$ cat src/rtl/mem_arb_pkg.sv
// Shared types and defaults for the IFU/LSU memory arbiter.
// The latched-request struct is sized by MEM_AW/MEM_DW; instance widths must not exceed them.
package mem_arb_pkg;

    localparam int MEM_AW      = 64;
    localparam int MEM_DW      = 64;
    localparam int MEM_MW      = MEM_DW / 8;
    localparam int LATENCY_DEF = 2;

    typedef enum logic [1:0] {
        IDLE   = 2'd0,
        WAIT   = 2'd1,
        ACCESS = 2'd2,
        RESP   = 2'd3
    } state_e;

    typedef enum logic {
        SRC_IFU = 1'b0,
        SRC_LSU = 1'b1
    } src_e;

    typedef struct packed {
        src_e              src;
        logic [MEM_AW-1:0] addr;
        logic              wen;
        logic [MEM_DW-1:0] wdata;
        logic [MEM_MW-1:0] wmask;
    } req_t;

endpackage

$ cat src/rtl/mem_arbiter_if.sv
// Bus bundle for mem_arbiter: IFU and LSU request/response channels plus the memory port.
// slave is the arbiter side; master is the requester/memory side.
interface mem_arbiter_if #(
    parameter int AW = 64,
    parameter int DW = 64
);
    logic              ifu_req_valid;
    logic              ifu_req_ready;
    logic [AW-1:0]     ifu_addr;
    logic              ifu_rsp_valid;
    logic [DW-1:0]     ifu_rdata;

    logic              lsu_req_valid;
    logic              lsu_req_ready;
    logic [AW-1:0]     lsu_addr;
    logic              lsu_wen;
    logic [DW-1:0]     lsu_wdata;
    logic [DW/8-1:0]   lsu_wmask;
    logic              lsu_rsp_valid;
    logic [DW-1:0]     lsu_rdata;

    logic              mem_ren;
    logic [AW-1:0]     mem_raddr;
    logic              mem_wen;
    logic [AW-1:0]     mem_waddr;
    logic [DW-1:0]     mem_wdata;
    logic [DW/8-1:0]   mem_wmask;
    logic [DW-1:0]     mem_rdata;

    modport slave (
        input  ifu_req_valid, ifu_addr,
        output ifu_req_ready, ifu_rsp_valid, ifu_rdata,
        input  lsu_req_valid, lsu_addr, lsu_wen, lsu_wdata, lsu_wmask,
        output lsu_req_ready, lsu_rsp_valid, lsu_rdata,
        output mem_ren, mem_raddr, mem_wen, mem_waddr, mem_wdata, mem_wmask,
        input  mem_rdata
    );

    modport master (
        output ifu_req_valid, ifu_addr,
        input  ifu_req_ready, ifu_rsp_valid, ifu_rdata,
        output lsu_req_valid, lsu_addr, lsu_wen, lsu_wdata, lsu_wmask,
        input  lsu_req_ready, lsu_rsp_valid, lsu_rdata,
        input  mem_ren, mem_raddr, mem_wen, mem_waddr, mem_wdata, mem_wmask,
        output mem_rdata
    );

endinterface

$ cat src/rtl/mem_arb_pick.sv
// Combinational grant selection between IFU and LSU.
// MEM_ARB_RR_EN: round-robin on last_grant; otherwise fixed LSU priority.
module mem_arb_pick
    import mem_arb_pkg::*;
(
    input  logic ifu_valid,
    input  logic lsu_valid,
`ifdef MEM_ARB_RR_EN
    input  src_e last_grant,
`endif
    output logic grant_ifu,
    output logic grant_lsu
);

    always_comb begin
        grant_ifu = 1'b0;
        grant_lsu = 1'b0;
`ifdef MEM_ARB_RR_EN
        if (ifu_valid && lsu_valid) begin
            // Contention goes to whichever side did not win last time.
            if (last_grant == SRC_IFU) begin
                grant_lsu = 1'b1;
            end else begin
                grant_ifu = 1'b1;
            end
        end else begin
            grant_ifu = ifu_valid;
            grant_lsu = lsu_valid;
        end
`else
        grant_lsu = lsu_valid;
        grant_ifu = ifu_valid & ~lsu_valid;
`endif
    end

endmodule

$ cat src/rtl/mem_arbiter.sv
// Shares one memory port between IFU (read-only) and LSU (read/write), one transaction at a time.
// Define MEM_ARB_RR_EN for round-robin arbitration; the default is fixed LSU priority.
module mem_arbiter
    import mem_arb_pkg::*;
#(
    parameter int LATENCY = LATENCY_DEF,
    parameter int AW      = MEM_AW,
    parameter int DW      = MEM_DW
) (
    input  logic         clk,
    input  logic         rst,
    mem_arbiter_if.slave bus
);

    localparam logic [3:0] CNT_LOAD = (LATENCY > 0) ? 4'(LATENCY - 1) : 4'd0;

    state_e            state_q, state_d;
    logic [3:0]        cnt_q, cnt_d;
    req_t              req_q, req_d;
    logic [MEM_DW-1:0] rdata_q, rdata_d;
    logic              grant_ifu, grant_lsu;

`ifdef MEM_ARB_RR_EN
    src_e              last_grant_q, last_grant_d;
`endif

    mem_arb_pick u_pick (
        .ifu_valid  (bus.ifu_req_valid),
        .lsu_valid  (bus.lsu_req_valid),
`ifdef MEM_ARB_RR_EN
        .last_grant (last_grant_q),
`endif
        .grant_ifu  (grant_ifu),
        .grant_lsu  (grant_lsu)
    );

    always_ff @(posedge clk or posedge rst) begin
        if (rst) begin
            state_q      <= IDLE;
            cnt_q        <= '0;
            req_q        <= '0;
            rdata_q      <= '0;
`ifdef MEM_ARB_RR_EN
            last_grant_q <= SRC_IFU;
`endif
        end else begin
            state_q      <= state_d;
            cnt_q        <= cnt_d;
            req_q        <= req_d;
            rdata_q      <= rdata_d;
`ifdef MEM_ARB_RR_EN
            last_grant_q <= last_grant_d;
`endif
        end
    end

    always_comb begin
        state_d = state_q;
        cnt_d   = cnt_q;
        req_d   = req_q;
        rdata_d = rdata_q;
`ifdef MEM_ARB_RR_EN
        last_grant_d = last_grant_q;
`endif
        bus.ifu_req_ready = 1'b0;
        bus.lsu_req_ready = 1'b0;
        bus.ifu_rsp_valid = 1'b0;
        bus.lsu_rsp_valid = 1'b0;
        bus.ifu_rdata     = '0;
        bus.lsu_rdata     = '0;
        bus.mem_ren       = 1'b0;
        bus.mem_wen       = 1'b0;
        bus.mem_raddr     = '0;
        bus.mem_waddr     = '0;
        bus.mem_wdata     = '0;
        bus.mem_wmask     = '0;

        case (state_q)
            IDLE: begin
                bus.ifu_req_ready = grant_ifu;
                bus.lsu_req_ready = grant_lsu;
                if (grant_ifu || grant_lsu) begin
                    if (grant_lsu) begin
                        req_d.src   = SRC_LSU;
                        req_d.addr  = MEM_AW'(bus.lsu_addr);
                        req_d.wen   = bus.lsu_wen;
                        req_d.wdata = MEM_DW'(bus.lsu_wdata);
                        req_d.wmask = MEM_MW'(bus.lsu_wmask);
                    end else begin
                        req_d.src   = SRC_IFU;
                        req_d.addr  = MEM_AW'(bus.ifu_addr);
                        req_d.wen   = 1'b0;
                        req_d.wdata = '0;
                        req_d.wmask = '0;
                    end
`ifdef MEM_ARB_RR_EN
                    last_grant_d = req_d.src;
`endif
                    cnt_d   = CNT_LOAD;
                    rdata_d = '0;
                    if (LATENCY > 0) begin
                        state_d = WAIT;
                    end else begin
                        state_d = ACCESS;
                    end
                end
            end
            WAIT: begin
                if (cnt_q == 4'd0) begin
                    state_d = ACCESS;
                end else begin
                    cnt_d = cnt_q - 4'd1;
                end
            end
            ACCESS: begin
                bus.mem_ren = ~req_q.wen;
                bus.mem_wen = req_q.wen;
                // mem_rdata is combinational from mem_raddr, so capture it here.
                rdata_d     = req_q.wen ? '0 : MEM_DW'(bus.mem_rdata);
                state_d     = RESP;
            end
            RESP: begin
                if (req_q.src == SRC_LSU) begin
                    bus.lsu_rsp_valid = 1'b1;
                    bus.lsu_rdata     = DW'(rdata_q);
                end else begin
                    bus.ifu_rsp_valid = 1'b1;
                    bus.ifu_rdata     = DW'(rdata_q);
                end
                state_d = IDLE;
            end
            default: state_d = IDLE;
        endcase

        // Latched address/data stay visible for the whole transaction, zero while idle.
        if (state_q != IDLE) begin
            if (req_q.wen) begin
                bus.mem_waddr = AW'(req_q.addr);
                bus.mem_wdata = DW'(req_q.wdata);
                bus.mem_wmask = (DW/8)'(req_q.wmask);
            end else begin
                bus.mem_raddr = AW'(req_q.addr);
            end
        end
    end

endmodule

$ cat src/flat_wrapper.sv
// flat-port wrapper written by rule: the top's interface ports become plain ports
module mem_arbiter_flat import mem_arb_pkg::*;
#(
    parameter int LATENCY = LATENCY_DEF,
    parameter int AW      = MEM_AW,
    parameter int DW      = MEM_DW
)
  (clk, rst, bus_ifu_req_valid, bus_ifu_addr, bus_ifu_req_ready, bus_ifu_rsp_valid, bus_ifu_rdata, bus_lsu_req_valid, bus_lsu_addr, bus_lsu_wen, bus_lsu_wdata, bus_lsu_wmask, bus_lsu_req_ready, bus_lsu_rsp_valid, bus_lsu_rdata, bus_mem_ren, bus_mem_raddr, bus_mem_wen, bus_mem_waddr, bus_mem_wdata, bus_mem_wmask, bus_mem_rdata);
  mem_arbiter_if #(.AW(AW), .DW(DW)) bus_i ();
  input  logic clk;
  input  logic rst;
  input wire logic [$bits(bus_i.ifu_req_valid)-1:0] bus_ifu_req_valid;
  input wire logic [$bits(bus_i.ifu_addr)-1:0] bus_ifu_addr;
  output wire logic [$bits(bus_i.ifu_req_ready)-1:0] bus_ifu_req_ready;
  output wire logic [$bits(bus_i.ifu_rsp_valid)-1:0] bus_ifu_rsp_valid;
  output wire logic [$bits(bus_i.ifu_rdata)-1:0] bus_ifu_rdata;
  input wire logic [$bits(bus_i.lsu_req_valid)-1:0] bus_lsu_req_valid;
  input wire logic [$bits(bus_i.lsu_addr)-1:0] bus_lsu_addr;
  input wire logic [$bits(bus_i.lsu_wen)-1:0] bus_lsu_wen;
  input wire logic [$bits(bus_i.lsu_wdata)-1:0] bus_lsu_wdata;
  input wire logic [$bits(bus_i.lsu_wmask)-1:0] bus_lsu_wmask;
  output wire logic [$bits(bus_i.lsu_req_ready)-1:0] bus_lsu_req_ready;
  output wire logic [$bits(bus_i.lsu_rsp_valid)-1:0] bus_lsu_rsp_valid;
  output wire logic [$bits(bus_i.lsu_rdata)-1:0] bus_lsu_rdata;
  output wire logic [$bits(bus_i.mem_ren)-1:0] bus_mem_ren;
  output wire logic [$bits(bus_i.mem_raddr)-1:0] bus_mem_raddr;
  output wire logic [$bits(bus_i.mem_wen)-1:0] bus_mem_wen;
  output wire logic [$bits(bus_i.mem_waddr)-1:0] bus_mem_waddr;
  output wire logic [$bits(bus_i.mem_wdata)-1:0] bus_mem_wdata;
  output wire logic [$bits(bus_i.mem_wmask)-1:0] bus_mem_wmask;
  input wire logic [$bits(bus_i.mem_rdata)-1:0] bus_mem_rdata;
  assign bus_i.ifu_req_valid = bus_ifu_req_valid;
  assign bus_i.ifu_addr = bus_ifu_addr;
  assign bus_ifu_req_ready = bus_i.ifu_req_ready;
  assign bus_ifu_rsp_valid = bus_i.ifu_rsp_valid;
  assign bus_ifu_rdata = bus_i.ifu_rdata;
  assign bus_i.lsu_req_valid = bus_lsu_req_valid;
  assign bus_i.lsu_addr = bus_lsu_addr;
  assign bus_i.lsu_wen = bus_lsu_wen;
  assign bus_i.lsu_wdata = bus_lsu_wdata;
  assign bus_i.lsu_wmask = bus_lsu_wmask;
  assign bus_lsu_req_ready = bus_i.lsu_req_ready;
  assign bus_lsu_rsp_valid = bus_i.lsu_rsp_valid;
  assign bus_lsu_rdata = bus_i.lsu_rdata;
  assign bus_mem_ren = bus_i.mem_ren;
  assign bus_mem_raddr = bus_i.mem_raddr;
  assign bus_mem_wen = bus_i.mem_wen;
  assign bus_mem_waddr = bus_i.mem_waddr;
  assign bus_mem_wdata = bus_i.mem_wdata;
  assign bus_mem_wmask = bus_i.mem_wmask;
  assign bus_i.mem_rdata = bus_mem_rdata;
  mem_arbiter #(.LATENCY(LATENCY), .AW(AW), .DW(DW)) u_core (.clk(clk), .rst(rst), .bus(bus_i));
endmodule
$ cat config.mk
export PLATFORM = sky130hd
export DESIGN_NAME = mem_arbiter_flat
export DESIGN_NICKNAME = d
export VERILOG_FILES = /design/src/rtl/mem_arb_pkg.sv /design/src/rtl/mem_arbiter_if.sv /design/src/rtl/mem_arb_pick.sv /design/src/rtl/mem_arbiter.sv /design/src/flat_wrapper.sv
export SDC_FILE = /design/constraint.sdc
export NUM_CORES = 1
export LEC_CHECK = 0
export ABC_AREA = 1
export CAP_MARGIN = 20
export CORE_AREA = 8 8 230 232
export CTS_CLUSTER_DIAMETER = 100
export DETAILED_ROUTE_END_ITERATION = 10
export DIE_AREA = 0 0 238 240
export SETUP_SLACK_MARGIN = 0.2
export SLEW_MARGIN = 0
export SYNTH_ARGS = -nofsm -noshare
export SYNTH_HDL_FRONTEND = slang
export SYNTH_SLANG_ARGS = --single-unit
$ cat constraint.sdc
create_clock -name clk -period 9.6 [get_ports clk]
set_input_delay 1.92 -clock clk [delete_from_list [all_inputs] [get_ports clk]]
set_output_delay 1.92 -clock clk [all_outputs]
set_load 0.02 [all_outputs]
Yosys cells after proc, flatten, opt, wreduce, memory -nomap -nowiden
Cells that the tools add are included.
{ "classes": {"n_addsub": 1, "eq_ne": 6, "n_reduce_logical": 10, "n_mux": 30, "n_bitwise": 3} }
{ "op_table": {"columns": ["cell", "count"], "rows": [
  ["$mux 64", 12],
  ["$mux 138", 1],
  ["$pmux 64 s2", 1],
  ["$mux 8", 2],
  ["$mux 1", 8],
  ["$mux 4", 2],
  ["$pmux 2 s4", 1],
  ["$pmux 4 s2", 1],
  ["$reduce_and 2->1", 3],
  ["$reduce_bool 2->1", 3],
  ["$eq 2x2->1 const B", 2],
  ["$logic_not 4->1", 1],
  ["$mux 2", 2],
  ["$ne 2x1->1 const B", 2],
  ["$sub 4x1->4 const B", 1],
  ["$reduce_and 3->1", 1],
  ["$eq 2x1->1 const B", 1],
  ["$logic_not 2->1", 1],
  ["$ne 2x2->1 const B", 1],
  ["$not 1->1", 2],
  ["$and 1x1->1", 1],
  ["$logic_or 1x1->1", 1]
]} }
{ "totals": {"elab_cells": 58, "inputBits": 269, "register_bits": 208, "out_inout_bits": 334} }

Depth between registers and ports, before layout
{ "logic_depth": {"word_depth": 5, "depth_mapped": 9, "ltp_nobuf": 7} }

Hierarchy
A second synthesis with hierarchy kept.
{ "unflattened": {"cells_unflattened": 1438, "area_unflattened_um2": 10731.5} }
{ "by_module_without_submodules": {"columns": ["mod", "cells_each", "instances", "area_per_inst_um2", "seq_area_each_um2"], "rows": [
  ["mem_arbiter", 1435, 1, 10714.0, 5205.0],
  ["mem_arb_pick", 3, 1, 17.5, 0.0]
]} }

Worst setup path before layout
Ideal clock, no wire load.
{ "synth_path": {"path_type": "in2out", "start": "input bus_lsu_req_valid", "end": "output bus_ifu_req_ready", "path_stages": 2, "setup_slack_ns": 5.058, "arrival_time_ns": 2.622, "n_path_buf": 1, "t_required_ns": 7.680, "cell_sequence": "clkbuf_1 > nor3_1"} }
{ "synth_via": {"elab_chain_cells": 3} }
{ "synth_lines": {"columns": ["item", "line_no", "rtl"], "rows": [
  ["start: declaration", "flat_wrapper.sv:17", "input wire logic [$bits(bus_i.lsu_req_valid)-1:0] bus_lsu_req_valid;"],
  ["$not 1->1", "mem_arb_pick.sv:32", "grant_ifu = ifu_valid & ~lsu_valid;"],
  ["$and 1x1->1", "mem_arb_pick.sv:32", null],
  ["$mux 1", "mem_arbiter.sv:78", "case (state_q)"],
  ["end: declaration", "flat_wrapper.sv:14", "output wire logic [$bits(bus_i.ifu_req_ready)-1:0] bus_ifu_req_ready;"]
]} }
Every way passes these cells.

Worst setup path in the final report
{ "layout_path": {"start": "register u_core.state_q[0]", "end": "output bus_mem_wdata[60]"} }
{ "layout_via": {"elab_chain_cells": 2} }
{ "layout_lines": {"columns": ["item", "line_no", "rtl"], "rows": [
  ["start: declaration", "mem_arbiter.sv:17", "state_e state_q, state_d;"],
  ["start signal: assignment", "mem_arbiter.sv:47", "state_q <= state_d;"],
  ["$reduce_bool 2->1", "mem_arbiter.sv:136", "if (state_q != IDLE) begin"],
  ["$mux 64", "mem_arbiter.sv:136", null],
  ["end: declaration", "flat_wrapper.sv:29", "output wire logic [$bits(bus_i.mem_wdata)-1:0] bus_mem_wdata;"]
]} }
Every way passes these cells.

==> flow_metrics.tcl <==
set metrics [dict create \
    drt-pass1-iter-count 5 \
    synth_area_mm2 0.01047 \
    drt-initial-drc-count 573 \
    grt_pass1_wl_um 66740 \
    hold_path_class "reg -> reg" \
    dp_hpwl_um 34280 \
    fp-row-count 82 \
    ff_latch_area_mm2 0.005205 \
    syn_inst 1433 \
    critical_path_class "reg -> out" \
    setup_ws_ps 4250 \
    core-area_mm2 0.04945 \
    cts_resized 0 \
    worst_setup_path_end_kind "output port" \
    synth_edf_count 0 \
    wl_per_cell_um 16.76 \
    yosysTopAreaCellShare 0.4973 \
    crit_family "buffers and inverters" \
    multiInputGateArea_mm2 0.003948 \
    clk_latency_ps 530 \
    synthFlopType "dfrtp_1" \
    hold_viol 0 \
    wl_um 44660 \
    ios 603 \
    min_period_ps 5350 \
    yosys.cell_types.count 21 \
    antenna_left 0 \
    p_total_uw 5266 \
    maxSlewHeadroom 0.3171 \
    syn_area_per_cell_um2 7.305 \
    io_buffers 602 \
    synth-seq-cells 208 \
    netlist_top_cells_area "dfrtp_1 (50%), nor2_1 (14%), nand2_1 (8.1%)" \
    critPathArrivalTime_ps 3430 \
    viasPerCell 4.157 \
    finalWeightedCongestion 0.8111 \
    path_buf_inv 4 \
    vias 11080 \
    drive_gt1_frac 0.02963 \
    antenna_found_initial 1 \
    overflow 0 \
    grt_max_degree 106 \
    p_per_area_mw_per_mm2 297.7 \
    cts_inserted_buffers 25 \
    p_leak_uw 0.007485 \
    syn_to_final_growth_pct 68.98 \
    slew_violations 0 \
    critPathLaunchType "flip-flop" \
    fin_cells 2664 \
    outcome "finished, final reports clean" \
    synth_nets 1708 \
    fmax_mhz 186.9 \
    ir_worst_vdd_uv 204.1 \
    worstPathCellList "inv_1 > ha_1 > inv_2 > nand2_4 > buf_4 > nor2_1 > clkdlybuf4s50_1" \
    synth_top_area_cell "dfrtp_1" \
    die_area_mm2 0.05712 \
    postCtsHoldBufs 0 \
    max_cap_viol_count 0 \
    rsz0062_at_grt "no" \
    grt_pass1_vias 11320 \
    synthArstFlopShare 1.000 \
    clock_sinks 208 \
    floorplan.initialDensity 0.2117 \
    place_ws_ps 4281 \
    nFillCells 5248 \
    synth.most_common_cell "nor2_1" \
    synthTopCellsByCount "nor2_1 (395), nand2_1 (225), inv_1 (217)" \
    fin_crit_sh 0.5573 \
    drc 0 \
    critPathMaxFanout 74 \
    placedCellCount 2620 \
    post_cts_buffers 0 \
    htree_levels 1 \
    clk_pin_slew_ps 60 \
    ys_seq_area_frac 0.4973 \
    setup_tns_ps 0 \
    die_w_um 238 \
    cts_tree "done" \
    die_y_um 240 \
    yosysWarnings 0 \
    worst_pin_slew_ps 1024 \
    cp_data_required_time_ps 7680 \
    skew_ps 18.57 \
    gr-usage-all-layers 0.1468 \
    ctsLongestPathBuffers 3 \
    slowest_stage "buf_4" \
    cts_root_buffer "clkbuf_16" \
    finalSetupViolCount 0 \
    layout.nets 2250 \
    cpPeakStageDelay_ps 680 \
    final_util 0.3577 \
]
## logic make-up (layout without fill, tap and decap cells)
| kind of cell | Yosys count | in the layout | synth area share |
|---|---|---|---|
| flops | 208 | 208 | 0.4973 |
| fa+ha+maj | 6 | 6 | 0.007172 |
| buf+inv | 317 | 875 | 0.1296 |
| other cells | 0 | 1 | 0 |
| compound gates | 206 | 206 | 0.1061 |
| simple gates | 695 | 695 | 0.2590 |
| xor+xnor | 1 | 1 | 0.0008369 |
## metrics by stage
step	hold WS (ps)	area, µm²
final	522.9	17690
after global routing	555.1	17690
after CTS	526.7	17690
after detailed placement	513.2	16930
after global placement	496.7	16930
after floorplan	474.2	10470
## sequential cells by signal (all words and copies together) (netlist names)
register and flops:
u_core.state_q 2, u_core.req_q 138, u_core.cnt_q 4, u_core.rdata_q 64
## power breakdown
part / total (µW) / leakage [µW] / internal [µW] / switching, µW
logic: 2940 / 0.00449 / 1110 / 1840
clock network: 896 / 0.000374 / 527 / 369
registers: 1430 / 0.00262 / 1270 / 157
total: 5270 / 0.00748 / 2910 / 2360
## path summary, 6_finish.rpt
kind / start / end / slack (ps) / cells after the start
setup / recovery: u_core.state_q[0] / bus_mem_wdata[60] / 4250 / 7
hold / removal: u_core.cnt_q[0] / u_core.cnt_q[0] / 520 / 2
setup reg to reg: u_core.state_q[0] / u_core.rdata_q[30] / 6770 / 7
hold reg to reg: u_core.cnt_q[0] / u_core.cnt_q[0] / 520 / 2
max in group asynchronous: rst / u_core.rdata_q[28] / 6390 / 3
min in group asynchronous: rst / u_core.rdata_q[17] / 1860 / 2
## area by class of cell
type / count / share of cell area
multi-input cells: 908 / 0.2232
clock inverters: 6 / 0.003112
repair buffers: 614 / 0.3455
inverters: 218 / 0.04669
diodes: 1 / 0.0001415
clock buffers: 37 / 0.03961
flip-flops and latches: 208 / 0.2943
well taps: 672 / 0.04753
## worst min-delay path: cells and delay by family, from the launching register on
| kind | cells | cell delay [ps] |
|---|---|---|
| flops | 1 | 370 |
| compound gates | 1 | 60 |
| simple gates | 1 | 50 |
## cells in the final DEF, fill, tap and decap left out
master,n
or2_2,1
buf_2,1
nand2_1,222
dfrtp_1,208
nand2_8,1
xor2_1,1
nand2_2,3
clkbuf_16,25
o21ai_0,78
diode_2,1
clkbuf_1,9
clkinv_2,5
inv_1,214
clkbuf_8,3
nand3_1,70
nor2_4,1
bufinv_16,1
o21ai_1,64
ha_1,6
inv_8,1
inv_2,3
nand2_4,1
nor3_1,1
nor2_1,394
clkdlybuf4s50_1,601
nand3_4,1
buf_4,12
a31oi_1,64
## metal layers
| metal | GRT usage | share of wire | up-vias |
|---|---|---|---|
| li1 | - | - | 5451 |
| met1 | 0.1705 | 0.39 | 5165 |
| met2 | 0.2569 | 0.49 | 406 |
| met3 | 0.05111 | 0.089 | 51 |
| met4 | 0.03684 | 0.024 | 2 |
| met5 | 0 | 0.00022 | - |
Power figures use the tool's default switching activity.
